<file path="src/rtl/uart_32_bit_top_design.sv">
// Memory-mapped UART that moves one 32-bit word per serial frame (start, 32 data bits LSB first, stop).
// Shared free-running baud tick drives both the transmitter and the always-on receiver.
module uart_32_bit_top_design #(
    parameter int DATA_W  = 32,
    parameter int OVERSMP = 16
) (
    input  logic        clk,
    input  logic        rst,
    input  logic [1:0]  address,
    input  logic        write_enable,
    input  logic [31:0] write_data,
    input  logic        read_enable,
    output logic [31:0] read_data,
    output logic        tx,
    input  logic        rx
);

    localparam int TICK_W = $clog2(OVERSMP);
    localparam int BIT_W  = $clog2(DATA_W);
    localparam logic [TICK_W-1:0] TICK_LAST = TICK_W'(OVERSMP - 1);
    localparam logic [TICK_W-1:0] TICK_HALF = TICK_W'(OVERSMP / 2 - 1);
    localparam logic [BIT_W-1:0]  BIT_LAST  = BIT_W'(DATA_W - 1);

    typedef enum logic [1:0] {
        REG_BAUD   = 2'd0,
        REG_CTRL   = 2'd1,
        REG_TXDATA = 2'd2,
        REG_RXDATA = 2'd3
    } reg_e;

    typedef enum logic [1:0] {
        ST_IDLE,
        ST_START,
        ST_DATA,
        ST_STOP
    } state_e;

    // Register file and bus side
    logic [31:0]       baud_q;
    logic [31:0]       baud_cnt_q;
    logic              tx_en_q;
    logic [DATA_W-1:0] txdata_q;
    logic [DATA_W-1:0] rxdata_q;
    logic              rx_valid_q;
    logic              frame_err_q;
    logic [31:0]       read_data_q;
    logic [31:0]       rd_mux;
    logic              baud_wr;
    logic              baud_tick;
    logic              tx_busy;

    // Transmitter
    state_e            tx_state_q, tx_state_d;
    logic [DATA_W-1:0] tx_shift_q, tx_shift_d;
    logic [TICK_W-1:0] tx_tick_q, tx_tick_d;
    logic [BIT_W-1:0]  tx_bit_q, tx_bit_d;
    logic              tx_q, tx_d;

    // Receiver
    logic              rx_meta_q, rx_sync_q;
    state_e            rx_state_q, rx_state_d;
    logic [DATA_W-1:0] rx_shift_q, rx_shift_d;
    logic [TICK_W-1:0] rx_tick_q, rx_tick_d;
    logic [BIT_W-1:0]  rx_bit_q, rx_bit_d;
    logic              rx_done_ok, rx_done_err;

    assign baud_wr   = write_enable && (address == REG_BAUD);
    assign baud_tick = (baud_cnt_q == baud_q);
    assign tx_busy   = (tx_state_q != ST_IDLE);
    assign read_data = read_data_q;
    assign tx        = tx_q;

    always_ff @(posedge clk) begin
        // NOTE: sequential state uses non-blocking assignments so every flop samples pre-edge values.
        if (rst || baud_wr || baud_tick) begin
            baud_cnt_q <= '0;
        end else begin
            baud_cnt_q <= baud_cnt_q + 32'd1;
        end
    end

    always_comb begin
        // NOTE: default first so no path through this block leaves rd_mux unassigned (no latch).
        rd_mux = '0;
        case (reg_e'(address))
            REG_BAUD:   rd_mux = baud_q;
            REG_CTRL:   rd_mux = {28'b0, frame_err_q, rx_valid_q, tx_busy, tx_en_q};
            REG_TXDATA: rd_mux = txdata_q;
            default:    rd_mux = rxdata_q;
        endcase
    end

    always_ff @(posedge clk) begin
        if (rst) begin
            baud_q      <= '0;
            tx_en_q     <= 1'b0;
            txdata_q    <= '0;
            rxdata_q    <= '0;
            rx_valid_q  <= 1'b0;
            frame_err_q <= 1'b0;
            read_data_q <= '0;
        end else begin
            if (write_enable) begin
                case (reg_e'(address))
                    REG_BAUD:   baud_q   <= write_data;
                    REG_CTRL:   tx_en_q  <= write_data[0];
                    REG_TXDATA: txdata_q <= write_data;
                    default:    ;
                endcase
            end
            if (read_enable) begin
                read_data_q <= rd_mux;
                if (address == REG_RXDATA) begin
                    rx_valid_q  <= 1'b0;
                    frame_err_q <= 1'b0;
                end
            end
            // Frame completion is written after the read-clear so it wins on a shared edge.
            if (rx_done_ok) begin
                rxdata_q   <= rx_shift_q;
                rx_valid_q <= 1'b1;
            end
            if (rx_done_err) begin
                frame_err_q <= 1'b1;
            end
        end
    end

    always_comb begin
        tx_state_d = tx_state_q;
        tx_shift_d = tx_shift_q;
        tx_tick_d  = tx_tick_q;
        tx_bit_d   = tx_bit_q;
        tx_d       = 1'b1;
        case (tx_state_q)
            ST_IDLE: begin
                if (tx_en_q) begin
                    tx_shift_d = txdata_q;
                    tx_tick_d  = '0;
                    tx_bit_d   = '0;
                    tx_state_d = ST_START;
                end
            end
            ST_START: begin
                if (baud_tick) begin
                    tx_tick_d = tx_tick_q + TICK_W'(1);
                    if (tx_tick_q == TICK_LAST) begin
                        tx_tick_d  = '0;
                        tx_state_d = ST_DATA;
                    end
                end
            end
            ST_DATA: begin
                if (baud_tick) begin
                    tx_tick_d = tx_tick_q + TICK_W'(1);
                    if (tx_tick_q == TICK_LAST) begin
                        tx_tick_d  = '0;
                        tx_shift_d = tx_shift_q >> 1;
                        tx_bit_d   = tx_bit_q + BIT_W'(1);
                        if (tx_bit_q == BIT_LAST) begin
                            tx_state_d = ST_STOP;
                        end
                    end
                end
            end
            default: begin
                if (baud_tick) begin
                    tx_tick_d = tx_tick_q + TICK_W'(1);
                    if (tx_tick_q == TICK_LAST) begin
                        tx_tick_d  = '0;
                        tx_state_d = ST_IDLE;
                    end
                end
            end
        endcase
        // The line level is registered from the next state so tx never glitches.
        case (tx_state_d)
            ST_START: tx_d = 1'b0;
            ST_DATA:  tx_d = tx_shift_d[0];
            default:  tx_d = 1'b1;
        endcase
    end

    always_ff @(posedge clk) begin
        if (rst) begin
            tx_state_q <= ST_IDLE;
            tx_shift_q <= '0;
            tx_tick_q  <= '0;
            tx_bit_q   <= '0;
            tx_q       <= 1'b1;
        end else begin
            tx_state_q <= tx_state_d;
            tx_shift_q <= tx_shift_d;
            tx_tick_q  <= tx_tick_d;
            tx_bit_q   <= tx_bit_d;
            tx_q       <= tx_d;
        end
    end

    always_comb begin
        rx_state_d  = rx_state_q;
        rx_shift_d  = rx_shift_q;
        rx_tick_d   = rx_tick_q;
        rx_bit_d    = rx_bit_q;
        rx_done_ok  = 1'b0;
        rx_done_err = 1'b0;
        case (rx_state_q)
            ST_IDLE: begin
                // Equality against 0 keeps an unknown line from starting a frame.
                if (rx_sync_q == 1'b0) begin
                    rx_tick_d  = '0;
                    rx_state_d = ST_START;
                end
            end
            ST_START: begin
                if (baud_tick) begin
                    rx_tick_d = rx_tick_q + TICK_W'(1);
                    if (rx_tick_q == TICK_HALF) begin
                        rx_tick_d  = '0;
                        rx_bit_d   = '0;
                        rx_state_d = (rx_sync_q == 1'b0) ? ST_DATA : ST_IDLE;
                    end
                end
            end
            ST_DATA: begin
                if (baud_tick) begin
                    rx_tick_d = rx_tick_q + TICK_W'(1);
                    if (rx_tick_q == TICK_LAST) begin
                        rx_tick_d  = '0;
                        rx_shift_d = {rx_sync_q, rx_shift_q[DATA_W-1:1]};
                        rx_bit_d   = rx_bit_q + BIT_W'(1);
                        if (rx_bit_q == BIT_LAST) begin
                            rx_state_d = ST_STOP;
                        end
                    end
                end
            end
            default: begin
                if (baud_tick) begin
                    rx_tick_d = rx_tick_q + TICK_W'(1);
                    if (rx_tick_q == TICK_LAST) begin
                        rx_tick_d   = '0;
                        rx_state_d  = ST_IDLE;
                        rx_done_ok  = (rx_sync_q == 1'b1);
                        rx_done_err = !(rx_sync_q == 1'b1);
                    end
                end
            end
        endcase
    end

    always_ff @(posedge clk) begin
        if (rst) begin
            rx_meta_q  <= 1'b1;
            rx_sync_q  <= 1'b1;
            rx_state_q <= ST_IDLE;
            rx_shift_q <= '0;
            rx_tick_q  <= '0;
            rx_bit_q   <= '0;
        end else begin
            rx_meta_q  <= rx;
            rx_sync_q  <= rx_meta_q;
            rx_state_q <= rx_state_d;
            rx_shift_q <= rx_shift_d;
            rx_tick_q  <= rx_tick_d;
            rx_bit_q   <= rx_bit_d;
        end
    end

endmodule

</file>
<file path="config.mk">
export PLATFORM = sky130hd
export DESIGN_NAME = uart_32_bit_top_design
export DESIGN_NICKNAME = d
export VERILOG_FILES = /design/src/rtl/uart_32_bit_top_design.sv
export SDC_FILE = /design/constraint.sdc
export NUM_CORES = 1
export LEC_CHECK = 0
export ABC_CLOCK_PERIOD_IN_PS = 2800
export BUFFER_PORTS_ARGS = -buffer_cell sky130_fd_sc_hd__buf_4
export CORE_MARGIN = 2
export CORE_UTILIZATION = 30
export CTS_CLUSTER_DIAMETER = 60
export DETAILED_ROUTE_END_ITERATION = 16
export RECOVER_POWER = 50
export REMOVE_ABC_BUFFERS = 1
export SYNTH_ARGS = -nofsm -noshare
export SYNTH_HDL_FRONTEND = slang
export SYNTH_SLANG_ARGS = --single-unit
</file>
<file path="constraint.sdc">
create_clock -name clk -period 2.8 [get_ports clk]
set_input_delay 0.28 -clock clk [delete_from_list [all_inputs] [get_ports clk]]
set_output_delay 0.28 -clock clk [all_outputs]
set_load 0.05 [all_outputs]
</file>
Word-level counts from Yosys, hierarchy flattened
Cells that the tools add are included.
{ "totals": {"register_bits": 252, "inputBits": 39, "wordCells": 132} }
{ "op_classes": {"add_sub_neg": 5, "eq_ne": 24, "mux": 54, "reduce_logical": 29} }
{ "op_table": {"columns": ["cell", "n"], "rows": [
  ["32-bit 2-to-1 mux", 3],
  ["32-bit one-hot mux with 3 select lines", 1],
  ["32-bit one-hot mux with 2 select lines", 1],
  ["4-bit 2-to-1 mux", 9],
  ["5-bit 2-to-1 mux", 7],
  ["2-bit 2-to-1 mux", 17],
  ["32-bit by 1-bit adder with 32-bit output (second input constant)", 1],
  ["32-bit == test", 1],
  ["5-bit one-hot mux with 2 select lines", 2],
  ["2-bit != test (second input constant)", 9],
  ["2-bit nonzero test", 9],
  ["2-bit one-hot mux with 3 select lines", 2],
  ["2-bit AND reduction", 6],
  ["5-bit by 1-bit adder with 5-bit output (second input constant)", 2],
  ["2-bit == test (second input constant)", 5],
  ["5-bit == test (second input constant)", 2],
  ["1-bit 2-to-1 mux", 10],
  ["4-bit by 1-bit adder with 4-bit output (second input constant)", 2],
  ["2-bit by 1-bit == test with 1-bit output (second input constant)", 4],
  ["4-bit == test (second input constant)", 2],
  ["4-bit one-hot mux with 2 select lines", 1],
  ["8-bit AND reduction", 1],
  ["2-bit zero test", 3],
  ["3-bit AND reduction", 2],
  ["other kinds (9)", 10]
]} }

Longest topological paths before layout
Gate-level depths: netlist of run 1.
{ "depth": {"depth_word": 7, "ltp_mapped": 8} }

Worst setup path after synthesis of run 1
OpenSTA, ideal clock, no wires.
{ "synth_timing": {"path_kind": "flip-flop to flip-flop", "startpoint": "register baud_q[28]", "endpoint": "register tx_q (netlist: tx)", "setup_time_ns": 0.122, "t_arrival_ns": 2.241, "required_ns": 2.678, "slack_ns": 0.436, "stages_incl_launch_ff": 8, "path_buffers": 1, "synth_period_minus_slack_ns": 2.364, "cell_sequence": "dfxtp_1 > xor2_1 > nor4_1 > nand4_2 > or4_1 > buf_6 > o211a_1 > a311o_1"} }
{ "synth_via": {"elab_chain_len": 5, "word_cells_on_any_way": 10, "classes_between": "eq/ne: 3; mux: 7"} }
{ "synth_lines": {"columns": ["item", "line_no", "rtl"], "rows": [
  ["start, declared", "39", "logic [31:0] baud_q;"],
  ["start signal, assigned", "105", "REG_BAUD: baud_q <= write_data;"],
  ["32-bit == test (*)", "68", "assign baud_tick = (baud_cnt_q == baud_q);"],
  ["2-bit 2-to-1 mux, on equally long branches", "167, 145, 154", null],
  ["2-bit one-hot mux with 3 select lines", "135", "case (tx_state_q)"],
  ["2-bit == test / 2-bit by 1-bit == test with 1-bit output (equally long branches)", "177", "case (tx_state_d)"],
  ["1-bit one-hot mux with 2 select lines (*)", "177", null],
  ["end signal, assigned", "196", "tx_q <= tx_d;"],
  ["end, declared", "57", "logic tx_q, tx_d;"]
]} }
Mark *: on every way between the ends. The rest lies on a longest branch, timed or not. The select of a mux whose other input is x is not followed.
A chain may end at the register's enable or synchronous reset.

Worst setup path in the final report of run 1
{ "layout_timing": {"startpoint": "register baud_cnt_q[15]", "endpoint": "register tx_shift_q[17]"} }
{ "layout_via": {"elab_chain_len": 3} }
{ "layout_lines": {"columns": ["item", "line_no", "rtl"], "rows": [
  ["start, declared", "40", "logic [31:0] baud_cnt_q;"],
  ["start signal, assigned", "78", "baud_cnt_q <= baud_cnt_q + 32'd1;"],
  ["32-bit == test", "68", null],
  ["2-bit != test (no source line)", null, null],
  ["4-bit AND reduction (no source line)", null, null],
  ["end signal, assigned", "193", "tx_shift_q <= tx_shift_d;"],
  ["end, declared", "54", "logic [DATA_W-1:0] tx_shift_q, tx_shift_d;"]
]} }
No other way between the ends.

==> reports/results.ini, run 1 <==
[status]
result_of_the_run = complete, but fails checks
violations_in_the_final_reports = capacitance limit, slew limit

[synthesis]
synth_async_sr_flop_share_pct = 0
yosys_warnings = 0
ys_ff_latch = 252
synth_adder_area_share_pct = 0.799
synth_area_per_cell_sq_um = 8.77
yosysMostFrequentCell = dfxtp_1
dominantRegCellSynth = dfxtp_1
synth-xor-area-share_pct = 5.03
synth_largest_type_area_fraction_pct = 46.0
fraction_of_the_mapped_netlist_area_in_simple_logic_gates_pct = 19.0
synth.cells.most_frequent = dfxtp_1, nand2_1, a21oi_1
netlist_top_cells_area = dfxtp_1, mux2i_1, nand2_1
synth_mux_area_share_pct = 9.77
synth_enable_flop_cells = 0
post-synth-top-area-cell = dfxtp_1
synth_compound_gate_area_share_pct = 15.6
synth_top_family_by_area = simple AND/OR/NAND/NOR gates
netlist-cell-type-count = 53
synth_seq_area_share_pct = 46.0
post_synth_instance_area_sq_um = 11000
netlist_instances = 1250

[placed_design]
placement.io_buffers = 71
placed_instance_count = 1726
pre_cts_ws_ns = 0.139
gpl.final_weighted_congestion = 0.835
place.detailed.hpwl_mm = 19.7
placed_area_sq_um = 12000

[layout]
fin_area_sq_um = 13000
fin_nets = 1353
syn_to_final_growth_pct = 18.4
final_layout_size_suffix_gt1_share_pct = 12.1
final_cell_count_no_fill = 1797
antenna-diode-count = 0
utilization_pct = 35.8

[cts]
worst_setup_hold_path_clk_slew_ns = 0.07
cts_root_buf = clkbuf_16
cts_tree = yes
clock_insertion_delay_at_the_later_pin_of_the_skew_report_ns = 0.54
cts.sink_count = 252
clock_path_buffers = 3
tritoncts.num_buffers = 28
cts.htree.levels = 1
post_cts.repair.setup_buffers = 0

[sta]
worst_clock_skew_ns = 0.00781
holdWs_ns = 0.00404
report.final.hold_viol_count = 0
time_the_worst_path_needs_with_i_o_delays_and_setup_ns = 2.61
timing_worst_slew_pin_value_ns = 1.84
number_of_slew_limit_violations_in_the_final_report = 33
timing.fmax_ghz = 0.383
final_setup_violations = 0
period_share_pct = 93.3
grt_setup_unrepaired = false
worst_slew_margin_rel_pct = -22.4
timing.final.ws_setup_ns = 0.189
final.setup.tns_ns = 0

[critical_path]
critPathBufInv = 1
worstPathCellList = xor2_1, nor4_1, nand4_2, or4_2, buf_12, o2bb2a_2, a21oi_1
worst_setup_path_start_kind = register
worst_setup_path_startpoint = baud_cnt_q[15]$_SDFF_PP0_
timing.rr.start = baud_cnt_q[15]$_SDFF_PP0_
delay_of_the_slowest_cell_on_the_worst_path_ns = 0.75
cp.arrival_ns = 3.07
cp.required_ns = 3.26
critPathTopFamily = simple AND/OR/NAND/NOR gates
path_class = reg -> reg
worstSetupEndpointType = register
critPathSlowestCell = or4_2
crit_fanout = 46

[grt]
first_global_vias = 8575
grt_start_max_net_pins = 68
overall_global_routing_resource_usage_pct = 15.0
grt_remaining_overflow = 0
grt_first_pass_wirelength_mm = 46.6
grt_antenna_before_repair = 0

[worst_hold_path]
hp-class = in -> reg
min_from = write_data[16]

[flow_run]
max_cap_violations = 1

[die]
rows = 70
core_area_sq_um = 36300
floorplan_die_area_sq_um = 38100
pin_count = 72
floorplan.die.width_um = 195
starting_density_pct = 30.2
die_h_um = 195

[detailed_routing]
detail-route-antenna-nets = 0
route.vias.total = 8895
drt_first_iter_violations = 495
route.final.wire_length_mm = 29.1
drc = 0
post_drt_via_cell_ratio = 4.95
detailedRoute.firstPassIterationCount = 5
routed_wire_length_per_instance_um = 16.2

[power_and_ir_drop]
finalPower_mw = 8.14
p_leak_nw = 4.83
irDropWorstVdd_mv = 0.338
power.density_nw_per_um2 = 627

[worst register-to-register path: stages (launching register included)]
cell	delay, ns
dfxtp_1	0.35
xor2_1	0.17
nor4_1	0.46
nand4_2	0.18
or4_2	0.75
buf_12	0.22
o2bb2a_2	0.29
a21oi_1	0.13
[per-layer routing]
metal	up-vias	part of all wire, %	wire, um	global-route usage, %
met5	-	0	0	0
met4	0	1.5	442	3.28
met3	36	3.7	1080	1.68
met2	139	45	13100	24.5
met1	4257	50	14500	21.2
li1	4463	-	-	-
[registers in the layout, indices dropped and copies added (netlist names), 4 cells and up]
register	flops
txdata_q	32
baud_q	32
baud_cnt_q	32
rx_tick_q	4
tx_bit_q	5
read_data	32
rx_bit_q	5
tx_tick_q	4
rxdata_q	32
tx_shift_q	32
rx_shift_q	32
[cells in the final DEF, fill, tap and decap left out, drive strengths merged, types with 9 or more instances in the layout]
cell	count
nor4	11
nand4	12
nand3	29
dfxtp	252
a211oi	28
xor2	51
mux2i	98
nor2	113
and3	10
and4	9
dlygate4sd3	19
clkbuf	81
buf	57
nand2	248
o211ai	33
a21oi	138
xnor2	12
o2bb2a	30
[what timing repair did]
| item | 4_1_cts | 5_1_grt |
|---|---|---|
| resized for setup | 0 | 1 |
| setup endpoints to repair | 0 | 56 |
| hold endpoints to repair | 25 | 0 |
| hold buffers | 19 | 0 |
[final cells by class]
class                           instances  area [sq um]
Fill cell                            3738         23300
Multi-Input combinational cell        898          5520
Sequential cell                       252          5040
Timing Repair Buffer                  119           836
Clock buffer                           38           800
Tap cell                              468           586
Clock inverter                         14           163
Inverter                                8          30.0
[report_power, final]
group | total (mW) | switching (mW) | internal, mW
clock | 3.83 | 1.54 | 2.29
sequential | 3.71 | 0.0584 | 3.65
combinational | 0.602 | 0.411 | 0.192
[cells by family (layout without fill, tap and decap cells)]
kind of cell	count (synthesis)	after routing
and+or+nand+nor	470	470
DFF	252	252
xor gates and xnor gates	63	63
buffers and inverters	100	179
muxes	102	102
adders and majority gates	7	7
AOI/OAI and AO/OA	256	256
[path summary, 6_finish.rpt]
check / endpoint / slack (ns) / depth (start not counted)
max: tx_shift_q[17]$_SDFFE_PP0P_ / 0.19 / 7
min: baud_q[16]$_SDFFE_PP0P_ / 0.004 / 3
max reg2reg: tx_shift_q[17]$_SDFFE_PP0P_ / 0.19 / 7
min reg2reg: rx_sync_q$_SDFF_PP1_ / 0.41 / 1
Power figures use the tool's default switching activity.
==> inputs of run 2 (changes only) <==
- CTS_BUF_LIST: default -> sky130_fd_sc_hd__clkbuf_16
==> reports/results.ini, run 2 (synthesis results as in run 1) <==
[status]
result_of_the_run = complete, but fails checks
violations_in_the_final_reports = capacitance limit, slew limit

[die]
rows = 70  ; unchanged
starting_density_pct = 30.2  ; unchanged
die_h_um = 195  ; unchanged
floorplan.die.width_um = 195  ; unchanged
core_area_sq_um = 36300  ; unchanged
pin_count = 72  ; unchanged
floorplan_die_area_sq_um = 38100  ; unchanged

[sta]
period_share_pct = 93.7  ; +0.49 points
final.setup.tns_ns = 0  ; unchanged
worst_clock_skew_ns = 0.00852  ; +0.000707 ns
timing.fmax_ghz = 0.381  ; -0.52%
timing.final.ws_setup_ns = 0.175  ; -0.0136 ns
worst_slew_margin_rel_pct = -22.3  ; +0.053 points
final_setup_violations = 0  ; unchanged
grt_setup_unrepaired = false
time_the_worst_path_needs_with_i_o_delays_and_setup_ns = 2.62  ; +0.0136 ns
number_of_slew_limit_violations_in_the_final_report = 33  ; unchanged
timing_worst_slew_pin_value_ns = 1.83  ; -0.000798 ns
holdWs_ns = 0.00596  ; +0.00192 ns
report.final.hold_viol_count = 0  ; unchanged

[layout]
layout_commonest_cell = dfxtp_1
final_cell_mix = dfxtp_1, nand2_1, a21oi_1
nFillCells = 3747  ; +0.24%
fin_area_sq_um = 12900  ; -0.31%
register_area_sq_um = 5040  ; unchanged
syn_to_final_growth_pct = 18.1
utilization_pct = 35.7  ; -0.11 points
antenna-diode-count = 0  ; unchanged
final_cell_count_no_fill = 1797  ; unchanged
fin_nets = 1353  ; unchanged
multi_input_comb_area_sq_um = 5520  ; unchanged
final_layout_size_suffix_gt1_share_pct = 11.8  ; -0.30 points

[critical_path]
path_class = reg -> reg
cp.required_ns = 3.26  ; about the same
cp.arrival_ns = 3.08  ; about the same
crit_fanout = 46  ; unchanged
delay_of_the_slowest_cell_on_the_worst_path_ns = 0.75  ; about the same
worst_setup_path_start_kind = register
worstPathCellList = xor2_1, nor4_1, nand4_2, or4_2, buf_12, o2bb2a_2, a21oi_1
critPathBufInv = 1  ; unchanged
worstSetupEndpointType = register
critPathSlowestCell = or4_2
critPathTopFamily = simple AND/OR/NAND/NOR gates

[power_and_ir_drop]
irDropWorstVdd_mv = 0.336  ; -0.66%
p_sw_share_pct = 25.0  ; +0.31 points
power.density_nw_per_um2 = 618  ; -1.4%
power.share.clock_pct = 46.1  ; -0.9 points
p_leak_nw = 4.83  ; about the same
switching_power_mw = 2.00  ; -0.46%
share_comb_of_total_power_pct = 7.5  ; about the same
cell_internal_pwr_mw = 6.00  ; -2.1%
finalPower_mw = 8.00  ; -1.7%
power.sequential.fraction_pct = 46.4  ; +0.8 points

[grt]
grt_remaining_overflow = 0  ; unchanged
first_global_vias = 8510  ; -0.76%
grt_antenna_before_repair = 0  ; unchanged
overall_global_routing_resource_usage_pct = 14.9  ; -0.022 points
grt_start_max_net_pins = 68  ; unchanged
grt_first_pass_wirelength_mm = 46.5  ; -0.34%

[detailed_routing]
route.final.wire_length_mm = 29.1  ; about the same
post_drt_via_cell_ratio = 4.93  ; -0.30%
route.vias.total = 8868  ; -0.30%
detailedRoute.firstPassIterationCount = 5  ; unchanged
drc = 0  ; unchanged
detail-route-antenna-nets = 0  ; unchanged
routed_wire_length_per_instance_um = 16.2  ; about the same
drt_first_iter_violations = 462  ; -6.7%

[cts]
clock_path_buffers = 3  ; unchanged
cts.sink_count = 252  ; unchanged
post_cts.repair.setup_buffers = 0  ; unchanged
cts_root_buf = clkbuf_16
cts.htree.levels = 1  ; unchanged
tritoncts.num_buffers = 28  ; unchanged
cts_tree = yes
clock_insertion_delay_at_the_later_pin_of_the_skew_report_ns = 0.54  ; about the same
worst_setup_hold_path_clk_slew_ns = 0.06  ; about the same

[placed_design]
pre_cts_ws_ns = 0.139  ; unchanged
placed_area_sq_um = 12000  ; unchanged
placed_instance_count = 1726  ; unchanged
placement.io_buffers = 71  ; unchanged
place.detailed.hpwl_mm = 19.7  ; unchanged
gpl.final_weighted_congestion = 0.835  ; unchanged

[worst_hold_path]
hp-class = in -> reg

[flow_run]
max_cap_violations = 1  ; unchanged

## run 2: per-layer routing
layer | up-vias | GRT usage [%] | routed length [um]
li1 | 4468 | - | -
met1 | 4213 | 21.2 | 14400
met2 | 154 | 24.4 | 13200
met3 | 33 | 1.71 | 1100
met4 | 0 | 3.19 | 433
met5 | - | 0 | 0
## run 2: area by class of cell
type                       instances  share of cell area, %
clock buffer                      29                   5.61
clock inverter                    23                   1.52
inverter                           8                  0.232
multi-input combinational        898                   42.7
sequential                       252                   39.0
tap                              468                   4.53
timing repair buffer             119                   6.46
## run 2: worst paths after layout
| kind | from | endpoint | slack (ns) | cells after the start |
|---|---|---|---|---|
| worst min register to register | rx_meta_q$_SDFF_PP1_ | rx_sync_q$_SDFF_PP1_ | 0.41 | 1 |
| worst min-delay path | write_data[16] | baud_q[16]$_SDFFE_PP0P_ | 0.006 | 3 |
| worst max-delay path | baud_cnt_q[15]$_SDFF_PP0_ | tx_shift_q[17]$_SDFFE_PP0P_ | 0.18 | 7 |
| worst max register to register | baud_cnt_q[15]$_SDFF_PP0_ | tx_shift_q[17]$_SDFFE_PP0P_ | 0.18 | 7 |
## run 2: power groups by stage
stage | Sequential (mW) | Combinational (mW) | Clock, mW
detailed placement | 3.79 | 0.605 | 0
CTS | 3.71 | 0.629 | 3.75
finish | 3.71 | 0.603 | 3.69
global route | 3.71 | 0.649 | 3.90
global placement | 3.79 | 0.599 | 0
floorplan | 3.84 | 0.230 | 0
## run 2: worst min-delay path, stage by stage
cell,delay (ns)
buf_4,0.12
nand2_1,0.05
a21oi_1,0.05
## run 2: what timing repair did
item	4_1_cts	5_1_grt
hold endpoints to repair	24	1
gates resized for setup	0	1
hold buffers	18	1
endpoints found under the setup margin	0	56
